### src/rtl/mips_mc_ctrl_pkg.sv
// rtl/mips_mc_ctrl_pkg.sv - shared types and encodings for the multi-cycle MIPS control sequencer
package mips_ctrl_pkg;

  typedef enum logic [3:0] {
    RESET, FETCH, DECODE, R_EXEC, R_WB, MEM_ADDR, MEM_RD, MEM_WB, MEM_WR,
    BRANCH, JUMP, I_EXEC, I_WB, HALT
  } state_t;

  typedef enum logic [3:0] {
    ALU_ADD   = 4'd0,
    ALU_SUB   = 4'd1,
    ALU_AND   = 4'd2,
    ALU_OR    = 4'd3,
    ALU_SLT   = 4'd4,
    ALU_FUNCT = 4'd15
  } aluop_t;

  localparam logic [5:0] OP_RTYPE = 6'h00;
  localparam logic [5:0] OP_LW    = 6'h23;
  localparam logic [5:0] OP_SW    = 6'h2B;
  localparam logic [5:0] OP_BEQ   = 6'h04;
  localparam logic [5:0] OP_J     = 6'h02;
  localparam logic [5:0] OP_ADDI  = 6'h08;
  localparam logic [5:0] OP_ANDI  = 6'h0C;
  localparam logic [5:0] OP_ORI   = 6'h0D;
  localparam logic [5:0] OP_SLTI  = 6'h0A;
  localparam logic [5:0] OP_HALT  = 6'h3F;

  localparam logic [1:0] ALUB_RT     = 2'b00;
  localparam logic [1:0] ALUB_FOUR   = 2'b01;
  localparam logic [1:0] ALUB_IMM    = 2'b10;
  localparam logic [1:0] ALUB_IMM_SH = 2'b11;

  localparam logic [1:0] PCS_ALU    = 2'b00;
  localparam logic [1:0] PCS_ALUOUT = 2'b01;
  localparam logic [1:0] PCS_JUMP   = 2'b10;

  function automatic aluop_t imm_aluop(input logic [5:0] op);
    case (op)
      OP_ANDI: return ALU_AND;
      OP_ORI:  return ALU_OR;
      OP_SLTI: return ALU_SLT;
      default: return ALU_ADD;
    endcase
  endfunction

endpackage

### src/rtl/mips_mc_ctrl_if.sv
// rtl/mips_mc_ctrl_if.sv - control bus between the sequencer (master) and the datapath (slave)
// MIPS_ILLEGAL_TRAP_EN adds the sticky illegal_op flag.
interface mips_mc_ctrl_if
  import mips_ctrl_pkg::*;
#(
  parameter int CNT_W = 32
);
  logic [5:0]       OpCode;
  logic [5:0]       Funct;
  logic             mem_ready;
  logic             PCWrite;
  logic             Branch;
  logic             IorD;
  logic             IRWrite;
  logic             MemRead;
  logic             MemWrite;
  logic             MemtoReg;
  logic             RegDst;
  logic             RegWrite;
  logic             ALUSrcA;
  logic [1:0]       ALUSrc;
  logic [1:0]       PCSource;
  aluop_t           ALUOp;
  logic             stop;
  logic             mem_timeout;
  logic [CNT_W-1:0] instr_cnt;
`ifdef MIPS_ILLEGAL_TRAP_EN
  logic             illegal_op;

  modport master (
    input  OpCode, Funct, mem_ready,
    output PCWrite, Branch, IorD, IRWrite, MemRead, MemWrite, MemtoReg, RegDst,
           RegWrite, ALUSrcA, ALUSrc, PCSource, ALUOp, stop, mem_timeout,
           instr_cnt, illegal_op
  );
  modport slave (
    output OpCode, Funct, mem_ready,
    input  PCWrite, Branch, IorD, IRWrite, MemRead, MemWrite, MemtoReg, RegDst,
           RegWrite, ALUSrcA, ALUSrc, PCSource, ALUOp, stop, mem_timeout,
           instr_cnt, illegal_op
  );
`else
  modport master (
    input  OpCode, Funct, mem_ready,
    output PCWrite, Branch, IorD, IRWrite, MemRead, MemWrite, MemtoReg, RegDst,
           RegWrite, ALUSrcA, ALUSrc, PCSource, ALUOp, stop, mem_timeout,
           instr_cnt
  );
  modport slave (
    output OpCode, Funct, mem_ready,
    input  PCWrite, Branch, IorD, IRWrite, MemRead, MemWrite, MemtoReg, RegDst,
           RegWrite, ALUSrcA, ALUSrc, PCSource, ALUOp, stop, mem_timeout,
           instr_cnt
  );
`endif
endinterface

### src/rtl/mips_mem_wait_timer.sv
// rtl/mips_mem_wait_timer.sv - counts stalled cycles of a memory access and flags the timeout cycle
module mips_mem_wait_timer #(
  parameter int MEM_WAIT_MAX = 15
) (
  input  logic clk,
  input  logic rst,
  input  logic active,
  input  logic mem_ready,
  output logic expire
);
  localparam int W = $clog2(MEM_WAIT_MAX + 1);

  logic [W-1:0] cnt;

  // Leaving a wait state always clears, so every access starts from zero.
  always_ff @(posedge clk or posedge rst) begin
    if (rst) begin
      cnt <= '0;
    end else if (active && !mem_ready) begin
      cnt <= cnt + 1'b1;
    end else begin
      cnt <= '0;
    end
  end

  // Fires on the stalled cycle that brings the count to the limit; ready on that cycle wins.
  assign expire = active && !mem_ready && (cnt == W'(MEM_WAIT_MAX - 1));
endmodule

### src/rtl/mips_mc_ctrl.sv
// rtl/mips_mc_ctrl.sv - multi-cycle MIPS control sequencer with memory stall, timeout and retire count
// MIPS_ILLEGAL_TRAP_EN: undefined opcodes trap to HALT and set illegal_op instead of retiring as NOPs.
module mips_mc_ctrl
  import mips_ctrl_pkg::*;
#(
  parameter int CNT_W        = 32,
  parameter int MEM_WAIT_MAX = 15
) (
  input logic            clk,
  input logic            rst,
  mips_mc_ctrl_if.master bus
);
  state_t           state, next_state;
  logic             mem_wait, expire, retire;
  logic [CNT_W-1:0] instr_cnt;
  logic             mem_timeout;
  logic             unused_funct;

  assign unused_funct = ^bus.Funct;
  assign mem_wait     = (state == FETCH) || (state == MEM_RD) || (state == MEM_WR);

  mips_mem_wait_timer #(.MEM_WAIT_MAX(MEM_WAIT_MAX)) u_wait (
    .clk       (clk),
    .rst       (rst),
    .active    (mem_wait),
    .mem_ready (bus.mem_ready),
    .expire    (expire)
  );

  always_ff @(posedge clk or posedge rst) begin
    if (rst) state <= RESET;
    else     state <= next_state;
  end

  always_comb begin
    next_state = state;
    case (state)
      RESET:    next_state = FETCH;
      FETCH:    if (bus.mem_ready) next_state = DECODE;
                else if (expire)   next_state = HALT;
      DECODE: begin
        case (bus.OpCode)
          OP_RTYPE:                         next_state = R_EXEC;
          OP_LW, OP_SW:                     next_state = MEM_ADDR;
          OP_BEQ:                           next_state = BRANCH;
          OP_J:                             next_state = JUMP;
          OP_ADDI, OP_ANDI, OP_ORI, OP_SLTI: next_state = I_EXEC;
          OP_HALT:                          next_state = HALT;
`ifdef MIPS_ILLEGAL_TRAP_EN
          default:                          next_state = HALT;
`else
          default:                          next_state = FETCH;
`endif
        endcase
      end
      R_EXEC:   next_state = R_WB;
      R_WB:     next_state = FETCH;
      MEM_ADDR: next_state = (bus.OpCode == OP_LW) ? MEM_RD : MEM_WR;
      MEM_RD:   if (bus.mem_ready) next_state = MEM_WB;
                else if (expire)   next_state = HALT;
      MEM_WB:   next_state = FETCH;
      MEM_WR:   if (bus.mem_ready) next_state = FETCH;
                else if (expire)   next_state = HALT;
      BRANCH:   next_state = FETCH;
      JUMP:     next_state = FETCH;
      I_EXEC:   next_state = I_WB;
      I_WB:     next_state = FETCH;
      HALT:     next_state = HALT;
      default:  next_state = RESET;
    endcase
  end

  always_comb begin
    bus.PCWrite  = 1'b0;
    bus.Branch   = 1'b0;
    bus.IorD     = 1'b0;
    bus.IRWrite  = 1'b0;
    bus.MemRead  = 1'b0;
    bus.MemWrite = 1'b0;
    bus.MemtoReg = 1'b0;
    bus.RegDst   = 1'b0;
    bus.RegWrite = 1'b0;
    bus.ALUSrcA  = 1'b0;
    bus.ALUSrc   = ALUB_RT;
    bus.PCSource = PCS_ALU;
    bus.ALUOp    = ALU_ADD;
    bus.stop     = 1'b0;
    case (state)
      FETCH: begin
        bus.MemRead = 1'b1;
        bus.ALUSrc  = ALUB_FOUR;
        bus.IRWrite = bus.mem_ready;
        bus.PCWrite = bus.mem_ready;
      end
      DECODE:   bus.ALUSrc = ALUB_IMM_SH;
      R_EXEC: begin
        bus.ALUSrcA = 1'b1;
        bus.ALUOp   = ALU_FUNCT;
      end
      R_WB: begin
        bus.RegDst   = 1'b1;
        bus.RegWrite = 1'b1;
      end
      MEM_ADDR: begin
        bus.ALUSrcA = 1'b1;
        bus.ALUSrc  = ALUB_IMM;
      end
      MEM_RD: begin
        bus.MemRead = 1'b1;
        bus.IorD    = 1'b1;
      end
      MEM_WB: begin
        bus.MemtoReg = 1'b1;
        bus.RegWrite = 1'b1;
      end
      MEM_WR: begin
        bus.MemWrite = 1'b1;
        bus.IorD     = 1'b1;
      end
      BRANCH: begin
        bus.ALUSrcA  = 1'b1;
        bus.ALUOp    = ALU_SUB;
        bus.Branch   = 1'b1;
        bus.PCSource = PCS_ALUOUT;
      end
      JUMP: begin
        bus.PCWrite  = 1'b1;
        bus.PCSource = PCS_JUMP;
      end
      I_EXEC: begin
        bus.ALUSrcA = 1'b1;
        bus.ALUSrc  = ALUB_IMM;
        bus.ALUOp   = imm_aluop(bus.OpCode);
      end
      I_WB:     bus.RegWrite = 1'b1;
      HALT:     bus.stop = 1'b1;
      default: ;
    endcase
  end

  // Every return to FETCH other than the hold and the post-reset entry completes an instruction.
  assign retire = (next_state == FETCH) && (state != FETCH) && (state != RESET);

  always_ff @(posedge clk or posedge rst) begin
    if (rst) begin
      instr_cnt   <= '0;
      mem_timeout <= 1'b0;
    end else begin
      if (retire) instr_cnt   <= instr_cnt + 1'b1;
      if (expire) mem_timeout <= 1'b1;
    end
  end

  assign bus.instr_cnt   = instr_cnt;
  assign bus.mem_timeout = mem_timeout;

`ifdef MIPS_ILLEGAL_TRAP_EN
  logic op_legal, illegal_op;

  assign op_legal = bus.OpCode inside {OP_RTYPE, OP_LW, OP_SW, OP_BEQ, OP_J,
                                       OP_ADDI, OP_ANDI, OP_ORI, OP_SLTI, OP_HALT};

  always_ff @(posedge clk or posedge rst) begin
    if (rst)                            illegal_op <= 1'b0;
    else if (state == DECODE && !op_legal) illegal_op <= 1'b1;
  end

  assign bus.illegal_op = illegal_op;
`endif
endmodule

### src/flat_wrapper.sv
// flat-port wrapper written by rule: the top's interface ports become plain ports
module mips_mc_ctrl_flat import mips_ctrl_pkg::*;
#(
  parameter int CNT_W        = 32,
  parameter int MEM_WAIT_MAX = 15
)
  (clk, rst, bus_OpCode, bus_Funct, bus_mem_ready, bus_PCWrite, bus_Branch, bus_IorD, bus_IRWrite, bus_MemRead, bus_MemWrite, bus_MemtoReg, bus_RegDst, bus_RegWrite, bus_ALUSrcA, bus_ALUSrc, bus_PCSource, bus_ALUOp, bus_stop, bus_mem_timeout, bus_instr_cnt);
  mips_mc_ctrl_if #(.CNT_W(CNT_W)) bus_i ();
  input logic clk;
  input logic rst;
  input wire logic [$bits(bus_i.OpCode)-1:0] bus_OpCode;
  input wire logic [$bits(bus_i.Funct)-1:0] bus_Funct;
  input wire logic [$bits(bus_i.mem_ready)-1:0] bus_mem_ready;
  output wire logic [$bits(bus_i.PCWrite)-1:0] bus_PCWrite;
  output wire logic [$bits(bus_i.Branch)-1:0] bus_Branch;
  output wire logic [$bits(bus_i.IorD)-1:0] bus_IorD;
  output wire logic [$bits(bus_i.IRWrite)-1:0] bus_IRWrite;
  output wire logic [$bits(bus_i.MemRead)-1:0] bus_MemRead;
  output wire logic [$bits(bus_i.MemWrite)-1:0] bus_MemWrite;
  output wire logic [$bits(bus_i.MemtoReg)-1:0] bus_MemtoReg;
  output wire logic [$bits(bus_i.RegDst)-1:0] bus_RegDst;
  output wire logic [$bits(bus_i.RegWrite)-1:0] bus_RegWrite;
  output wire logic [$bits(bus_i.ALUSrcA)-1:0] bus_ALUSrcA;
  output wire logic [$bits(bus_i.ALUSrc)-1:0] bus_ALUSrc;
  output wire logic [$bits(bus_i.PCSource)-1:0] bus_PCSource;
  output wire logic [$bits(bus_i.ALUOp)-1:0] bus_ALUOp;
  output wire logic [$bits(bus_i.stop)-1:0] bus_stop;
  output wire logic [$bits(bus_i.mem_timeout)-1:0] bus_mem_timeout;
  output wire logic [$bits(bus_i.instr_cnt)-1:0] bus_instr_cnt;
  assign bus_i.OpCode = bus_OpCode;
  assign bus_i.Funct = bus_Funct;
  assign bus_i.mem_ready = bus_mem_ready;
  assign bus_PCWrite = bus_i.PCWrite;
  assign bus_Branch = bus_i.Branch;
  assign bus_IorD = bus_i.IorD;
  assign bus_IRWrite = bus_i.IRWrite;
  assign bus_MemRead = bus_i.MemRead;
  assign bus_MemWrite = bus_i.MemWrite;
  assign bus_MemtoReg = bus_i.MemtoReg;
  assign bus_RegDst = bus_i.RegDst;
  assign bus_RegWrite = bus_i.RegWrite;
  assign bus_ALUSrcA = bus_i.ALUSrcA;
  assign bus_ALUSrc = bus_i.ALUSrc;
  assign bus_PCSource = bus_i.PCSource;
  assign bus_ALUOp = bus_i.ALUOp;
  assign bus_stop = bus_i.stop;
  assign bus_mem_timeout = bus_i.mem_timeout;
  assign bus_instr_cnt = bus_i.instr_cnt;
  mips_mc_ctrl #(.CNT_W(CNT_W), .MEM_WAIT_MAX(MEM_WAIT_MAX)) u_core (.clk(clk), .rst(rst), .bus(bus_i));
endmodule
### config.mk
export PLATFORM = sky130hd
export DESIGN_NAME = mips_mc_ctrl_flat
export DESIGN_NICKNAME = d
export VERILOG_FILES = /design/src/rtl/mips_mc_ctrl_pkg.sv /design/src/rtl/mips_mc_ctrl_if.sv /design/src/rtl/mips_mem_wait_timer.sv /design/src/rtl/mips_mc_ctrl.sv /design/src/flat_wrapper.sv
export SDC_FILE = /design/constraint.sdc
export NUM_CORES = 1
export LEC_CHECK = 0
export ABC_AREA = 1
export CORE_ASPECT_RATIO = 1.75
export CORE_MARGIN = 2
export CORE_UTILIZATION = 50
export DETAILED_ROUTE_END_ITERATION = 6
export PLACE_DENSITY_LB_ADDON = 0.12
export SYNTH_ARGS = -nofsm -noshare
export SYNTH_HDL_FRONTEND = slang
export SYNTH_HIERARCHICAL = 1
export SYNTH_SLANG_ARGS = --single-unit
### constraint.sdc
create_clock -name clk -period 3.6 [get_ports clk]
set_input_delay 0.72 -clock clk [delete_from_list [all_inputs] [get_ports clk]]
set_output_delay 0.72 -clock clk [all_outputs]
set_load 0.05 [all_outputs]
* After elaboration in Yosys (flattened, before gate mapping) *
Cells that the tools add are included.

operators by class
  equal/unequal tests = 25
  reductions and logical operators = 18
  muxes and demuxes = 23
  add/sub/neg operators = 2

operator list
  kind                                                                     count
  4-bit one-hot mux with 9 select lines                                    1
  32-bit by 1-bit adder with 32-bit output, second input constant          1
  4-bit == test, second input constant                                     7
  6-bit by 4-bit == test with 1-bit output, second input constant          4
  4-bit two-way mux                                                        6
  4-bit one-hot mux with 6 select lines                                    1
  6-bit == test, second input constant                                     3
  4-bit by 3-bit == test with 1-bit output, second input constant          4
  4-bit one-hot mux with 3 select lines                                    1
  1-bit two-way mux                                                        10
  3-bit one-hot mux with 3 select lines                                    1
  4-bit by 1-bit == test with 1-bit output, second input constant          2
  4-bit by 2-bit == test with 1-bit output, second input constant          2
  2-bit OR reduction                                                       4
  4-bit OR reduction                                                       2
  6-bit by 2-bit == test with 1-bit output, second input constant          1
  6-bit by 3-bit == test with 1-bit output, second input constant          1
  6-bit zero test                                                          1
  2-bit one-hot mux with 3 select lines                                    1
  6-bit OR reduction                                                       1
  4-bit by 1-bit adder with 4-bit output, second input constant            1
  1-bit logical AND                                                        4
  4-bit zero test                                                          1
  4-bit by 1-bit inequality test with 1-bit output, second input constant  1
  other kinds (6)                                                          7

storage, ports and cells
  word-level logic and storage cells = 72
  bits in registers = 41
  input bits = 15
  output and inout bits = 52

* Logic depth before layout (Yosys ltp) *
  depth after elaboration = 11
  mapped depth = 19

* Hierarchy *
Netlist, hierarchy kept.

modules (own cells, without submodules)
  module               area each (µm²)  times used  cells an instance  seq. area each (µm²)
  mips_mc_ctrl         2840.2           1           426                925.9
  mips_mem_wait_timer  201.4            1           23                 100.1

* Least setup slack after synthesis *
Ideal clock, no wire load.

  kind = input to output
  start point = input port bus_OpCode[5]
  end point = output port bus_ALUOp[2]
  stages = 3
  path slack = 0.626 ns
  arrival time = 2.254 ns
  buffers on the path = 0
  cell sequence = nor2_1 nand3_1 o21ai_0

between the ends
  cells in the longest elaborated chain, start to end = 3
  elaborated cells between the ends (all ways) = 5
  classes of those cells = 3 x eq/ne; 2 x mux

RTL lines
  item                                      line                    text
  from (decl)                               flat_wrapper.sv:11      input wire logic [$bits(bus_i.OpCode)-1:0] bus_OpCode;
  6-bit by 4-bit == test with 1-bit output  mips_mc_ctrl_pkg.sv:39  case (op)
  3-bit one-hot mux with 3 select lines *   mips_mc_ctrl_pkg.sv:39
  4-bit one-hot mux with 3 select lines *   mips_mc_ctrl.sv:88      case (state)
  to (decl)                                 flat_wrapper.sv:26      output wire logic [$bits(bus_i.ALUOp)-1:0] bus_ALUOp;

Mark *: on every way between the ends. The rest lies on a longest branch, timed or not.

* Final worst setup path *
  start point = input port bus_mem_ready
  end point = output port bus_PCWrite

between the ends
  cells in the longest elaborated chain, start to end = 1

RTL lines
  item                                   line                text
  from (decl)                            flat_wrapper.sv:13  input wire logic [$bits(bus_i.mem_ready)-1:0] bus_mem_ready;
  1-bit one-hot mux with 2 select lines  mips_mc_ctrl.sv:88
  to (decl)                              flat_wrapper.sv:14  output wire logic [$bits(bus_i.PCWrite)-1:0] bus_PCWrite;

No other way between the ends.

==> results.cfg <==
[timing]
slew_viol_final = 0
period_needed_ps = 3110
timing.max_slew.rel_slack = 0.522
tns_ps = 0
hold_viol_final = 0
setup_viol = 0
tightest_slew_ps = 717
finalCritPeriodShare = 0.865
rsz0062_at_grt = no
skew_ps = 14.2
fmax_ghz = 0.321

[status]
status = finished, final reports clean

[clock_tree]
cts_tree = yes
cts_root_buf = clkbuf_8
cts_buffers = 5
cts_setup_buffers = 0
clock_latency_ps = 300
cts_resized = 0
cts.clk_slew.worst_paths_ps = 80
cts_max_level = 2
cts.sinks = 41
cts.path.max_buffers = 2
cts_hold_buffers = 0

[final_layout]
final_area_sq_mm = 0.00378
syn_to_final_growth_pct = 24.4
diodes = 0
post_layout_nonfiller_instances = 588
final_core_util = 0.644
drive_gt1_frac = 0.0765
nets = 527

[setup_path]
reg2reg_to = u_core/bus.instr_cnt[21]
crit_top_cell = clkdlybuf4s50_1
path_max_fanout = 7
r2r_cells = 17
critPathArrivalTime_ps = 2390
reg2reg_from = u_core/state[3]
crit_chain = clkdlybuf4s50_1 > nand2_2 > o21ai_0 > clkdlybuf4s50_1
worstPathRequired_ps = 2880
cpMaxStageDelayCell = clkdlybuf4s50_1
regToRegSetupSlack_ps = 730
crit_path_start_kind = input pin
critPathKind = input pin to output pin
cpPeakStageDelay_ps = 840
worstSetupEndpointType = output pin

[die]
pin_count = 67
rows = 37
die-width_um = 63.0
die_h_um = 107
initial_core_util = 0.517
die_area_sq_mm = 0.00675
coreArea_sq_mm = 0.00588

[synthesis]
synth_most_common_cell = nand2_1
synth_edf_count = 0
synth_area_per_cell_sq_um = 6.77
synth_top_family_by_area = simple AND/OR/NAND/NOR gates
yosysTopAreaCell = dfrtp_1
synthAdderAreaFrac = 0.0123
synth-main-ff-cell = dfrtp_1
yosysTopAreaCellShare = 0.337
netlist_instances = 449
synth_xor_area_frac = 0.0893
synth_mux_area_frac = 0
synth_common_cells = nand2_1, nand3_1, nor2_1
ys_async_sr_fraction = 1.00
synth_fp_nets = 467
synth-compound-area-share = 0.0239
ys_top_cells_by_area = dfrtp_1, nand2_1, nand3_1, nor2_1, inv_1
yosys_register_bits = 41
syn-cell-area_sq_mm = 0.00304
synth.distinct_cells = 26
yosys.area_share.simple = 0.448
synth-seq-area-share = 0.337
synth_warnings = 6

[detailed_routing]
num_vias = 3041
vias_per_cell = 5.17
drc = 0
routedWlPerCell_um = 14.6
drt-initial-drc-count = 178
finalWirelength_um = 8590
drt_pass1_iterations = 4
ant_nets = 0

[global_routing]
grt_pass1_wl_um = 13900
overflow = 0
grt_max_degree = 34
track_usage = 0.265
grt_pass1_vias = 3001
antenna_found_initial = 0

[hold_path]
hold_end = u_core/bus.mem_timeout
hold_depth = 1
hold_path.class = flip-flop to flip-flop
hp-start = u_core/bus.mem_timeout

[place]
io_buffer_count = 60
placedCellCount = 580
dpl.hpwl_um = 6750
globalplace.congestion = 1.10
place_area_sq_mm = 0.00366

[power]
powerDensity_mw_per_mm2 = 640
ir_worst_vdd_mv = 0.741
p_leak_nw = 1.88

[run]
max_cap_viol_count = 0
## per-layer routing
| layer | up-vias | GRT usage | routed length [um] |
|---|---|---|---|
| li1 | 1543 | - | - |
| met1 | 1361 | 0.242 | 3010 |
| met2 | 95 | 0.517 | 4710 |
| met3 | 42 | 0.0378 | 288 |
| met4 | 0 | 0.190 | 580 |
| met5 | - | 0 | 0 |
## worst max-delay path: cells and delay by family
| kind | cells | cell delay [ps] |
|---|---|---|
| buffers and inverters | 2 | 1450 |
| and+or+nand+nor | 1 | 120 |
| AOI/OAI and AO/OA | 1 | 100 |
## worst max path at each step
stage               startpoint                  endpoint  slack (ps)  depth (start not counted)
2_1_floorplan    bus_OpCode[5]              bus_ALUOp[2]         630                          3
3_3_place_gp     bus_mem_ready               bus_PCWrite         490                          4
3_5_place_dp     bus_mem_ready   u_core/bus.instr_cnt[1]         450                         13
4_1_cts          bus_mem_ready               bus_PCWrite         500                          4
5_1_grt        u_core/state[3]  u_core/bus.instr_cnt[16]         330                         17
6_report         bus_mem_ready               bus_PCWrite         490                          4
## cell type report
cell class / instances / area [sq um]
Clock buffer: 6 / 82.6
Clock inverter: 2 / 37.5
Fill cell: 556 / 2090
Inverter: 48 / 180
Multi-Input combinational cell: 350 / 1750
Sequential cell: 41 / 1030
Tap cell: 78 / 97.6
Timing Repair Buffer: 63 / 616
## power by group
group / switching [mW] / total (mW) / internal, mW / leakage [nW]
Combinational: 1.04 / 1.44 / 0.393 / 1.26
Clock: 0.168 / 0.393 / 0.226 / 0.0574
Sequential: 0.0839 / 0.593 / 0.509 / 0.561
## logic make-up (layout without fill, tap and decap cells)
family,after synthesis,in the layout
buf+inv,58,119
compound gates,12,12
xor+xnor,31,31
flops,41,41
fa+ha+maj,3,3
simple gates,304,304
## per-stage QoR
stage	hold slack [ps]	setup slack, ps	total power [mW]
after global placement	478	488	2.04
after CTS	500	496	2.43
after global routing	512	334	2.57
after floorplan	473	626	1.77
final	490	487	2.42
after detailed placement	475	452	2.04
## placed cells by master (no fill, tap or decap)
cell type / instances
nor2_4: 2
nor2_1: 58
clkbuf_8: 6
nand4_1: 11
clkdlybuf4s50_1: 57
o21ai_0: 4
buf_4: 6
dfrtp_1: 41
o211ai_1: 2
nand3_4: 1
ha_1: 3
nand2_2: 6
o21ai_2: 2
nor3b_1: 1
nand4_4: 1
clkinvlp_4: 1
nand3_1: 58
nand3_2: 3
bufinv_16: 1
xor2_1: 19
inv_2: 3
nand2_1: 139
or2_2: 1
xnor2_1: 12
nor3_1: 17
nor2_2: 6
inv_1: 45
a21oi_1: 4
## flip-flops by register name, indices dropped and copies added, names as in the netlist
register                count
u_core/u_wait/cnt           4
u_core/state                4
u_core/bus.mem_timeout      1
u_core/bus.instr_cnt       32
Note: power is estimated with default switching activity, not from simulation.
